===== src/rtl/mem_access.sv =====
// mem_access: memory-access stage of the multicycle core.
// Captures a decoded load/store on a one-cycle 'enabled' pulse, runs one
// word-wide req/ack transaction on the data bus, aligns and extends load
// data, and presents 'result' with a 'completed' flag to write-back.
// Non-memory instructions pass alu_result through with one cycle latency.
// Optional feature: define MEM_MISALIGN_TRAP_EN to trap misaligned
// halfword/word accesses (adds the 'misaligned' output).
module mem_access (
    input  logic        clk,
    input  logic        rst,
    input  logic        enabled,
    input  logic        is_load,
    input  logic        is_store,
    input  logic [2:0]  funct3,
    input  logic [31:0] addr,
    input  logic [31:0] store_data,
    input  logic [31:0] alu_result,
    output logic        mem_req,
    output logic        mem_we,
    output logic [31:0] mem_addr,
    output logic [31:0] mem_wdata,
    output logic [3:0]  mem_wstrb,
    input  logic        mem_ack,
    input  logic [31:0] mem_rdata,
    output logic [31:0] result,
    output logic        completed
`ifdef MEM_MISALIGN_TRAP_EN
    ,
    output logic        misaligned
`endif
);

    typedef enum logic [1:0] {IDLE, BUS, DONE} state_t;

    state_t      state_q;
    logic        mem_req_q;
    logic        mem_we_q;
    logic        done_q;
    logic [31:0] mem_addr_q;
    logic [31:0] mem_wdata_q;
    logic [3:0]  mem_wstrb_q;
    logic [31:0] result_q;
    logic [2:0]  funct3_q;
    logic [1:0]  off_q;

    logic [3:0]  wstrb_d;
    logic [31:0] wdata_d;
    logic [31:0] load_d;
    logic [7:0]  byte_sel;
    logic [15:0] half_sel;

`ifdef MEM_MISALIGN_TRAP_EN
    logic        misaligned_q;
    logic        misalign_d;

    // Alignment check of the incoming request (funct3[1:0] gives the size).
    always_comb begin
        case (funct3[1:0])
            2'b00:   misalign_d = 1'b0;
            2'b01:   misalign_d = addr[0];
            default: misalign_d = |addr[1:0];
        endcase
    end

    assign misaligned = misaligned_q;
`endif

    // Store lane encoding from the incoming request; undefined sizes act as word.
    always_comb begin
        wstrb_d = 4'b1111;
        wdata_d = store_data;
        case (funct3[1:0])
            2'b00: begin
                wstrb_d = 4'b0001 << addr[1:0];
                wdata_d = {4{store_data[7:0]}};
            end
            2'b01: begin
                wstrb_d = 4'b0011 << {addr[1], 1'b0};
                wdata_d = {2{store_data[15:0]}};
            end
            default: begin
                wstrb_d = 4'b1111;
                wdata_d = store_data;
            end
        endcase
    end

    // Load lane selection and sign/zero extension from the latched request.
    always_comb begin
        case (off_q)
            2'd0:    byte_sel = mem_rdata[7:0];
            2'd1:    byte_sel = mem_rdata[15:8];
            2'd2:    byte_sel = mem_rdata[23:16];
            default: byte_sel = mem_rdata[31:24];
        endcase
        half_sel = off_q[1] ? mem_rdata[31:16] : mem_rdata[15:0];
        case (funct3_q[1:0])
            2'b00:   load_d = funct3_q[2] ? {24'b0, byte_sel}
                                          : {{24{byte_sel[7]}}, byte_sel};
            2'b01:   load_d = funct3_q[2] ? {16'b0, half_sel}
                                          : {{16{half_sel[15]}}, half_sel};
            default: load_d = mem_rdata;
        endcase
    end

    // Control FSM with registered bus, result and completion outputs.
    always_ff @(posedge clk) begin
        if (rst) begin
            state_q      <= IDLE;
            mem_req_q    <= 1'b0;
            mem_we_q     <= 1'b0;
            mem_addr_q   <= 32'b0;
            mem_wdata_q  <= 32'b0;
            mem_wstrb_q  <= 4'b0;
            result_q     <= 32'b0;
            done_q       <= 1'b0;
            funct3_q     <= 3'b0;
            off_q        <= 2'b0;
`ifdef MEM_MISALIGN_TRAP_EN
            misaligned_q <= 1'b0;
`endif
        end else begin
            case (state_q)
                IDLE: begin
                    if (enabled) begin
                        done_q   <= 1'b0;
                        funct3_q <= funct3;
                        off_q    <= addr[1:0];
`ifdef MEM_MISALIGN_TRAP_EN
                        misaligned_q <= 1'b0;
`endif
                        if (is_load || is_store) begin
                            result_q <= 32'b0;
`ifdef MEM_MISALIGN_TRAP_EN
                            if (misalign_d) begin
                                // Trapped access never reaches the bus.
                                misaligned_q <= 1'b1;
                                done_q       <= 1'b1;
                                state_q      <= DONE;
                            end else
`endif
                            begin
                                mem_req_q   <= 1'b1;
                                mem_we_q    <= is_store;
                                mem_addr_q  <= {addr[31:2], 2'b00};
                                mem_wdata_q <= is_store ? wdata_d : 32'b0;
                                mem_wstrb_q <= is_store ? wstrb_d : 4'b0;
                                state_q     <= BUS;
                            end
                        end else begin
                            result_q <= alu_result;
                            done_q   <= 1'b1;
                            state_q  <= DONE;
                        end
                    end
                end
                BUS: begin
                    if (mem_ack) begin
                        mem_req_q <= 1'b0;
                        mem_we_q  <= 1'b0;
                        if (!mem_we_q) begin
                            result_q <= load_d;
                        end
                        done_q  <= 1'b1;
                        state_q <= DONE;
                    end
                end
                DONE: begin
                    state_q <= IDLE;
                end
                default: begin
                    state_q <= IDLE;
                end
            endcase
        end
    end

    assign mem_req   = mem_req_q;
    assign mem_we    = mem_we_q;
    assign mem_addr  = mem_addr_q;
    assign mem_wdata = mem_wdata_q;
    assign mem_wstrb = mem_wstrb_q;
    assign result    = result_q;
    // A fresh start pulse hides the previous completion in its own cycle.
    assign completed = done_q & ~enabled;

endmodule

===== config.mk =====
export PLATFORM = sky130hd
export DESIGN_NAME = mem_access
export DESIGN_NICKNAME = d
export VERILOG_FILES = /design/src/rtl/mem_access.sv
export SDC_FILE = /design/constraint.sdc
export NUM_CORES = 1
export LEC_CHECK = 0
export ABC_AREA = 1
export CAP_MARGIN = 20
export CORE_MARGIN = 2
export CORE_UTILIZATION = 40
export CTS_CLUSTER_SIZE = 40
export DETAILED_ROUTE_END_ITERATION = 6
export PLACE_DENSITY = 0.75
export SLEW_MARGIN = 0
export SYNTH_ARGS = -nofsm -noshare
export SYNTH_HDL_FRONTEND = slang
export SYNTH_SLANG_ARGS = --single-unit
export TNS_END_PERCENT = 100

===== constraint.sdc =====
create_clock -name clk -period 1.58 [get_ports clk]
set_input_delay 0.474 -clock clk [delete_from_list [all_inputs] [get_ports clk]]
set_output_delay 0.474 -clock clk [all_outputs]
set_load 0.02 [all_outputs]

# After elaboration in Yosys (flattened, before gate mapping)
# Cells that the tools add are included.
[classes]
n_mux = 29
n_eq_ne = 9
bitwise_logic = 2
n_reduce_logical = 12
addsub = 0
div = 0
n_lt_le_gt_ge = 0
mul = 0
shift = 2
[op_table]
columns = ["op", "n"]
rows = [
  ["$mux 32", 7],
  ["$pmux 32 s2", 3],
  ["$pmux 8 s3", 1],
  ["$mux 16", 1],
  ["$eq 2x1->1 const B", 4],
  ["$logic_not 2->1", 4],
  ["$mux 1", 8],
  ["$ne 2x2->1 const B", 4],
  ["$pmux 4 s2", 1],
  ["$reduce_and 4->1", 2],
  ["$mux 2", 3],
  ["$pmux 1 s2", 3],
  ["$reduce_and 3->1", 2],
  ["$mux 4", 1],
  ["$pmux 2 s2", 1],
  ["$reduce_and 2->1", 2],
  ["$shl 1x2->4 const A", 1],
  ["$shl 2x2->4 const A", 1],
  ["$eq 2x2->1 const B", 1],
  ["$reduce_bool 2->1", 1],
  ["$and 1x1->1", 1],
  ["$logic_or 1x1->1", 1],
  ["$not 1->1", 1],
]
[word_totals]
n_memories = 0
latchBits = 0
rom_bits = 0
ff_bits = 108
ramBits = 0

# Logic depth before layout (Yosys ltp)
[depth]
word_depth = 7
mapped_depth = 10
mapped_depth_nobuf = 9

# Worst setup path before layout
# No wires, ideal clock.
[synth_timing]
kind = "input to register"
start = "input is_load"
end = "register mem_wdata_q[24] (netlist: mem_wdata[24])"
setup_slack_ns = 0.107
stages = 7
path_buffers = 2
required_ns = 1.511
setup_time_ns = 0.069
arrival_ns = 1.404
cell_sequence = "nor2_2 inv_1 nand2_1 buf_2 buf_2 nand3_1 o21ai_1"
[synth_via]
elab_chain_len = 2
[synth_rtl]
columns = ["element", "line", "text"]
rows = [
  ["from (decl)", "12", "input logic is_load,"],
  ["$logic_or 1x1->1", "132", "if (is_load || is_store) begin"],
  ["$reduce_and 3->1 (no line)", "-", ""],
  ["to (signal assigned)", "146", "mem_wdata_q <= is_store ? wdata_d : 32'b0;"],
  ["to (decl)", "40", "logic [31:0] mem_wdata_q;"],
]
# No other way between the ends.
# A chain may end at the register's enable or synchronous reset.

# Worst setup path after layout
[layout_timing]
start = "register result_q[6] (netlist: result[6])"
end = "output result[6]"
[layout_lines]
columns = ["element", "line", "text"]
rows = [
  ["from (decl)", "42", "logic [31:0] result_q;"],
  ["from (signal assigned)", "151", "result_q <= alu_result;"],
  ["from (signal assigned)", "162", "result_q <= load_d;"],
  ["to (decl)", "25", "output logic [31:0] result,"],
]
# No word-level cell between the ends.

==> flow_summary.ini <==
[status]
outcome = complete, no violations

[route]
dr.pass1.iters = 5
wl_um = 18000
drc = 0
routedWlPerCell_um = 14.9
drtIter0Drc = 407
dr_total_vias = 6044
vias_per_cell = 5.02
postRouteAntennaNets = 0

[cells_and_area]
multi_input_area_um2 = 2620
diodes = 0
regArea_um2 = 2160
final_cells = 1203
synthToLayoutAreaGrowth_pct = 64.1
fill_cells = 1148
nets = 1163
final_common_cell = nand2_1
postLayoutCellArea_um2 = 8420
most-common-layout-cells = 219 x nand2_1, 134 x clkdlybuf4s50_1, 107 x dfxtp_1, 98 x dlygate4sd2_1, 97 x nand3_1
drive_above_1_share = 0.103

[worst_hold_path]
hp-class = reg -> reg

[placement]
port_buffers = 237
placed_area_um2 = 7980
place_ws_ns = -0.512
dpl.hpwl_um = 12800
gp_congestion = 0.928
placed_cells = 1174

[logic_synthesis]
synth-xor-area-share = 0
synth_edf_count = 0
syn_area_per_cell_um2 = 6.70
syn_area_um2 = 5130
syn_inst = 766
yosys_warnings = 0
synthSimpleGateAreaFrac = 0.296
synth.area.top_cells = dfxtp_1 42%, nand2_1 16%, a21oi_1 9.5%
synth_top_area_cell = dfxtp_1
synth_mux_area_frac = 0
ys.flop_type = dfxtp_1
synth-seq-area-share = 0.421
synth_cell_type_count = 29
synthArstFlopShare = 0
synth_top_area_share = 0.421
synth_top_family_by_area = simple AND/OR/NAND/NOR gates
synth_compound_area_frac = 0.205
synthAdderAreaFrac = 0
yosys_register_bits = 108

[timing]
setup-violations-final = 0
hold_viol = 0
post-route-period-util = 0.971
finClkSkew_ns = 0.00645
timing.final.ws_setup_ns = 0.0453
period_minus_slack_ns = 1.53
max_freq_mhz = 652
hold_ws_ns = 0.458
drv_slew = 0

[critical_path]
path_max_fanout = 2
crit_required_ns = 1.11
crit_slowest_cell = dlygate4sd2_1
crit_family = buffers and inverters
path_class = reg -> out
crit_path_end_kind = output port
path_cells = dlygate4sd2_1
start_kind = flip-flop
slowest_delay_ns = 0.38
arrival_ns = 1.06
path_buf_inv = 1

[power]
p_total_mw = 7.84
p_leak_nw = 3.92
power_density_nw_per_um2 = 931
irDropWorstVdd_mv = 0.589

[grt]
grt_pass1_vias = 5610
grt_usage = 0.256
grt_pass1_wl_um = 27700
overflow = 0
grt_max_degree = 39
antenna_found_initial = 0

[clock_tree]
cts.sinks = 108
cts_tree = yes
htreeDepth = 3
clockBufferDepth = 2
numCtsBuffers = 9
clockRootBuffer = clkbuf_16
clk_pin_slew_ns = 0.07
clk-insertion-delay-late_ns = 0.35

[die]
ios = 240
die_area_um2 = 13800
die_w_um = 117
core.rowCount = 41
initial_utilization = 0.408
die_height_um = 117
coreArea_um2 = 12600

[run]
max_cap_violations = 0
## layout make-up
class | instances | share of cell area
Timing Repair Buffer | 305 | 0.352
Inverter | 41 | 0.0186
Clock buffer | 10 | 0.0272
Sequential cell | 108 | 0.257
Tap cell | 172 | 0.0256
Clock inverter | 6 | 0.00862
Multi-Input combinational cell | 561 | 0.312
## routing by layer
layer | share of wire | vias up | routed length, µm | GRT usage
li1 | - | 3064 | - | -
met1 | 0.43 | 2692 | 7760 | 0.342
met2 | 0.46 | 251 | 8240 | 0.412
met3 | 0.086 | 37 | 1540 | 0.0536
met4 | 0.024 | 0 | 431 | 0.0871
met5 | 0 | - | 0 | 0
## path summary, 6_finish.rpt
| path | start | end | slack (ns) | cells after the start |
|---|---|---|---|---|
| setup reg to reg | state_q[0] | result[8] | 0.09 | 10 |
| setup / recovery | result[6] | result[6] | 0.05 | 1 |
| hold reg to reg | mem_addr[21] | mem_addr[21] | 0.46 | 2 |
| hold / removal | mem_addr[21] | mem_addr[21] | 0.46 | 2 |
## flip-flops by register name (all words and copies together) (netlist names)
| name | flops |
|---|---|
| mem_wdata | 32 |
| state_q | 2 |
| funct3_q | 3 |
| mem_we | 1 |
| mem_req | 1 |
| result | 32 |
| done_q | 1 |
| off_q | 2 |
| mem_wstrb | 4 |
| mem_addr | 30 |
## per-stage QoR
stage / utilization / setup TNS (ns)
after floorplan: - / 0
after global placement: 0.635 / -36.15
after detailed placement: 0.635 / -40.48
after CTS: 0.663 / 0
after global routing: 0.670 / -0.106
final: 0.670 / 0
## cells in the mapped netlist, types with 2 or more instances
master and count:
buf_1 4, o22ai_1 4, a21oi_1 97, clkbuf_1 34, nor2_2 2, a21boi_0 6, nor2_4 2, o21ai_1 24
nand3_1 97, o21ai_0 55, inv_2 4, buf_2 16, buf_4 3, nand3_2 2, o221ai_1 6, nand2_1 223
nor2_1 32, inv_1 37, dfxtp_1 108
## power by group
group	switching, mW	leakage, nW	internal [mW]
clock network	1.06	0.149	1.25
logic	1.31	2.88	1.15
registers	0.119	0.887	2.96
## worst min-delay path, delay by kind of cell, from the launching register on
kind | cells | cell delay, ns
flip-flops | 1 | 0.31
AO/OA/AOI/OAI | 1 | 0.05
AND/OR/NAND/NOR | 1 | 0.06
## repair_timing
item,in CTS,in global routing
endpoints found under the setup margin,174,45
gates resized for setup,115,30
hold buffers,0,0
buffers inserted,5,2
pin swaps,1,1
cloned,4,2
## logic make-up (layout without fill, tap and decap cells)
kind of cell / count (synthesis) / in the layout
and+or+nand+nor: 361 / 361
AOI/OAI and AO/OA: 198 / 198
DFF: 108 / 108
buffers and inverters: 98 / 362
other: 1 / 2
(Power assumes the default switching activity.)
